`src/rtl/module_display_scheduler.sv`:
```
// Time-multiplexes one shared 7-segment bus between a left (word) and right (error) digit,
// with a blanking gap before each slot. Optional build macro: DED_BLINK_EN (blink right digit on double error).
module module_display_scheduler #(
  parameter int         SLOT_CYCLES  = 27000,
  parameter int         BLANK_CYCLES = 270,
  parameter logic [6:0] SEG_OFF      = 7'h7F,
  parameter int         BLINK_FRAMES = 250
) (
  input  logic       clk,
  input  logic       rst,
  input  logic       en,
  input  logic [6:0] seg_word,
  input  logic [6:0] seg_error,
  input  logic       err_ded,
  output logic [6:0] seg,
  output logic [1:0] an,
  output logic       frame_tick,
  output logic [1:0] state_dbg
);

  localparam int MAX_D = (SLOT_CYCLES > BLANK_CYCLES) ? SLOT_CYCLES : BLANK_CYCLES;
  localparam int CW    = $clog2(MAX_D + 1);
  localparam logic [CW-1:0] SLOT_LD  = CW'(SLOT_CYCLES - 1);
  localparam logic [CW-1:0] BLANK_LD = (BLANK_CYCLES == 0) ? '0 : CW'(BLANK_CYCLES - 1);
  localparam bit HAS_GAP = (BLANK_CYCLES > 0);

  typedef enum logic [1:0] {
    BLANK_L = 2'd0,
    SHOW_L  = 2'd1,
    BLANK_R = 2'd2,
    SHOW_R  = 2'd3
  } state_t;

  state_t        state, state_n;
  logic [CW-1:0] cnt, cnt_n;
  logic [6:0]    seg_n;
  logic [1:0]    an_n;
  logic [6:0]    right_pat;

  assign state_dbg = state;

`ifdef DED_BLINK_EN
  localparam int FW = (BLINK_FRAMES > 1) ? $clog2(BLINK_FRAMES) : 1;
  logic [FW-1:0] frame_cnt;
  logic          blink_ph;

  // The right digit goes dark during the "off" half of the blink while a double error is flagged.
  assign right_pat = (err_ded && blink_ph) ? SEG_OFF : seg_error;

  always_ff @(posedge clk) begin
    if (rst || !en) begin
      frame_cnt <= '0;
      blink_ph  <= 1'b0;
    end else if (frame_tick) begin
      if (frame_cnt == FW'(BLINK_FRAMES - 1)) begin
        frame_cnt <= '0;
        blink_ph  <= ~blink_ph;
      end else begin
        frame_cnt <= frame_cnt + 1'b1;
      end
    end
  end
`else
  logic unused_cfg;
  assign unused_cfg = err_ded ^ (BLINK_FRAMES > 0);
  assign right_pat  = seg_error;
`endif

  // Ticks only while scanning; a park or reset in the last SHOW_R cycle suppresses it.
  assign frame_tick = en && !rst && (state == SHOW_R) && (cnt == '0);

  always_comb begin
    state_n = state;
    cnt_n   = cnt;
    seg_n   = seg;
    an_n    = an;
    if (!en) begin
      state_n = BLANK_L;
      cnt_n   = BLANK_LD;
      seg_n   = SEG_OFF;
      an_n    = 2'b00;
    end else if (cnt == '0) begin
      case (state)
        BLANK_L: begin
          state_n = SHOW_L;
          cnt_n   = SLOT_LD;
          seg_n   = seg_word;
          an_n    = 2'b10;
        end
        SHOW_L: begin
          if (HAS_GAP) begin
            state_n = BLANK_R;
            cnt_n   = BLANK_LD;
            seg_n   = SEG_OFF;
            an_n    = 2'b00;
          end else begin
            state_n = SHOW_R;
            cnt_n   = SLOT_LD;
            seg_n   = right_pat;
            an_n    = 2'b01;
          end
        end
        BLANK_R: begin
          state_n = SHOW_R;
          cnt_n   = SLOT_LD;
          seg_n   = right_pat;
          an_n    = 2'b01;
        end
        default: begin
          if (HAS_GAP) begin
            state_n = BLANK_L;
            cnt_n   = BLANK_LD;
            seg_n   = SEG_OFF;
            an_n    = 2'b00;
          end else begin
            state_n = SHOW_L;
            cnt_n   = SLOT_LD;
            seg_n   = seg_word;
            an_n    = 2'b10;
          end
        end
      endcase
    end else begin
      cnt_n = cnt - 1'b1;
    end
  end

  always_ff @(posedge clk) begin
    if (rst) begin
      state <= BLANK_L;
      cnt   <= '0;
      seg   <= SEG_OFF;
      an    <= 2'b00;
    end else begin
      state <= state_n;
      cnt   <= cnt_n;
      seg   <= seg_n;
      an    <= an_n;
    end
  end

endmodule
```
`config.mk`:
```
export PLATFORM = sky130hd
export DESIGN_NAME = module_display_scheduler
export DESIGN_NICKNAME = d
export VERILOG_FILES = /design/src/rtl/module_display_scheduler.sv
export SDC_FILE = /design/constraint.sdc
export NUM_CORES = 1
export LEC_CHECK = 0
export CAP_MARGIN = 10
export CORE_MARGIN = 5
export CORE_UTILIZATION = 52
export DETAILED_ROUTE_END_ITERATION = 10
export HOLD_SLACK_MARGIN = 0.02
export MAX_ROUTING_LAYER = met4
export PLACE_DENSITY = 0.81
export SLEW_MARGIN = 20
export SYNTH_ARGS = -nofsm -noshare
export SYNTH_HDL_FRONTEND = slang
export SYNTH_SLANG_ARGS = --single-unit
export TNS_END_PERCENT = 100
```
`constraint.sdc`:
```
create_clock -name clk -period 4.5 [get_ports clk]
set_input_delay 0.45 -clock clk [delete_from_list [all_inputs] [get_ports clk]]
set_output_delay 0.45 -clock clk [all_outputs]
set_load 0.05 [all_outputs]
```
==> flow_summary.toml <==
[run_status]
status = "finished clean"

[sta]
hold_ws_ns = 0.495
fin_crit_ns = 2.95
rsz0062_at_grt = "false"
finalCritPeriodShare_pct = 65.6
fin_setup_tns_ns = 0
finalSetupViolCount = 0
setup_slack_ns = 1.55
slew_viol_final = 0
hold_viol_final = 0
fmax_mhz = 339
clock_skew_ns = 0.00122
worstMarginPinSlew_ns = 0.554
relSlewSlack_pct = 62.7

[clocking]
post_cts_resized = 0
cts_sinks = 26
cts_hold_buf = 0
cts_tree = "yes"
htreeDepth = 1
clock_path_buffers = 2
cts-buffers-inserted = 3
path_clk_slew_ns = 0.14
post_cts_buffers = 0
clk-insertion-delay-late_ns = 0.33
cts-root-buf = "clkbuf_4"

[global_route]
track_usage_pct = 18.1
grt_pass1_wl_um = 4620
antenna_found_initial = 0
gr-total-overflow = 0
first_global_vias = 1031
grt_max_degree = 17

[route]
drt-total-wl_um = 2830
drtIter0Drc = 36
wire_per_inst_um = 15.6
post_drt_via_cell_ratio = 5.89
drc = 0
vias = 1066
final_antenna_net_count = 0
firstDrtPassIters = 4

[logic_synthesis]
ys_ff_latch = 26
synth_cell_type_count = 33
yosysWarnings = 0
synth_nets = 151
syn_avg_cell_area_sq_um = 9.71
syn_area_sq_um = 1230
yosysSeqAreaShare_pct = 42.2
syn_inst = 127

[place]
io_buffers = 28
dp_cells = 177
place_ws_ns = 1.68
place_congestion = 0.829
place_hpwl_um = 2090

[cells_and_area]
fin_util_pct = 69.8
n_antenna_cell = 0
layout.nets = 178
stdcell_count = 181
drive_above_1_share_pct = 9.80
multi_input_area_sq_um = 664
nFillCells = 184
area_growth_pct = 26.4
seq_area_sq_um = 520

[floorplanning]
rows = 17
die-width_um = 58.7
initial_core_util_pct = 55.2
dieArea_sq_um = 3450
coreArea_sq_um = 2230
ios = 30
die_h_um = 58.7

[power]
leakage_nw = 0.595
power_density_nw_per_um2 = 337
ir_drop_mv = 0.309

[critical_path]
criticalPathCategory = "flip-flop to output pin"
cp_cell_sequence = "inv_1 -> ha_1 -> nor4b_2 -> nand4_1 -> nor2_1 -> clkdlybuf4s50_1"
start_kind = "flip-flop"
end_kind = "output pin"
worstPathRequired_ns = 4.05
crit_path_max_fanout = 4
cp_slowest_cell = "clkdlybuf4s50_1"
arrival_ns = 2.50
cpPeakStageDelay_ns = 0.81

[flow_run]
maxCapViolations = 0

[worst_hold_path]
hp-class = "flip-flop to flip-flop"
## through the flow
step                      area [sq um]  total power [mW]
after global routing              1560             0.551
after global placement            1520             0.400
after CTS                         1560             0.526
final                             1560             0.525
after detailed placement          1520             0.406
after floorplan                   1230             0.367
## worst paths after layout
kind,end,slack (ns),startpoint,depth (start not counted)
max,frame_tick,1.55,cnt[0],6
min,cnt[14],0.49,cnt[14],1
max reg2reg,seg[6],2.40,cnt[0],7
min reg2reg,cnt[14],0.49,cnt[14],1
## Yosys cell counts
cell type  instances  area [sq um]
nor2_1            15          56.3
nor4_1             2          12.5
a22oi_1            7          52.6
nor2b_1            1          6.26
buf_1              1          3.75
or2_1              1          6.26
nand2_1            3          11.3
or4_1              3          22.5
a2bb2oi_1          7          61.3
nor4_2             4          50.1
o31ai_1            4          30.0
or2_2              2          12.5
a31oi_1            4          25.0
a21boi_0           1          7.51
nand2_2            1          6.26
xnor2_1            9          78.8
nand4_1            1          6.26
nor3_2             1          10.0
nand4b_1           1          8.76
or4b_4             1          13.8
mux2i_1            4          40.0
nand2b_1           1          6.26
dfxtp_1           26           521
nand3_1            1          5.00
a21oi_1            2          10.0
buf_2              3          15.0
inv_1              4          15.0
nor4b_2            1          15.0
ha_1               6          75.1
o21ai_0            6          30.0
nor3_1             1          5.00
clkbuf_1           2          7.51
buf_4              1          7.51
## critical path: cells and delay by family (launching register included)
family                     cells  cell delay, ns
DFF                            1            0.36
adders and majority gates      1            0.22
buffers and inverters          2            0.87
and+or+nand+nor                3            0.72
## layout by cell type, fill, tap and decap left out, types with 2 or more instances in the layout
cell type,count
a21oi_1,2
a22oi_1,7
a2bb2oi_1,7
a31oi_1,4
clkbuf_4,3
clkdlybuf4s50_1,28
dfxtp_1,26
ha_1,6
inv_1,4
mux2i_1,4
nand2_1,3
nor2_1,15
nor4_1,2
nor4_2,4
o21ai_0,6
o31ai_1,4
or2_2,2
or4_1,3
xnor2_1,9
## report_power, final
group / leakage [nW] / switching [mW] / total [mW] / internal (mW)
Combinational: 0.362 / 0.0730 / 0.139 / 0.0655
Sequential: 0.212 / 0.0180 / 0.264 / 0.246
Clock: 0.0210 / 0.0727 / 0.122 / 0.0496
## flip-flops by register name, summed over array words and instances (netlist names)
register / cells
cnt: 15
state_dbg: 2
an: 2
seg: 7
## cell families (layout without fill, tap and decap cells)
family                     count (synthesis)  after routing  synth area share, %
and+or+nand+nor                           40             40                 20.6
AOI/OAI and AO/OA                         31             31                 17.5
DFF                                       26             26                 42.2
buffers and inverters                     11             37                 3.95
xor gates and xnor gates                   9              9                 6.39
adders and majority gates                  6              6                 6.09
muxes                                      4              4                 3.25
## cell type report
type	instances	share of cell area (%)
sequential	26	33.4
timing repair buffer	29	18.5
tap	28	2.25
multi-input combinational	90	42.6
inverter	4	0.963
clock buffer	4	2.33
## layer usage
metal / vias up / wire, um / GRT usage (%)
li1: 519 / - / -
met1: 513 / 1220 / 20.7
met2: 23 / 1440 / 29.5
met3: 11 / 78 / 3.51
met4: 0 / 90 / 10.0
met5: - / 0 / -
Note: power is estimated with default switching activity, not from simulation.
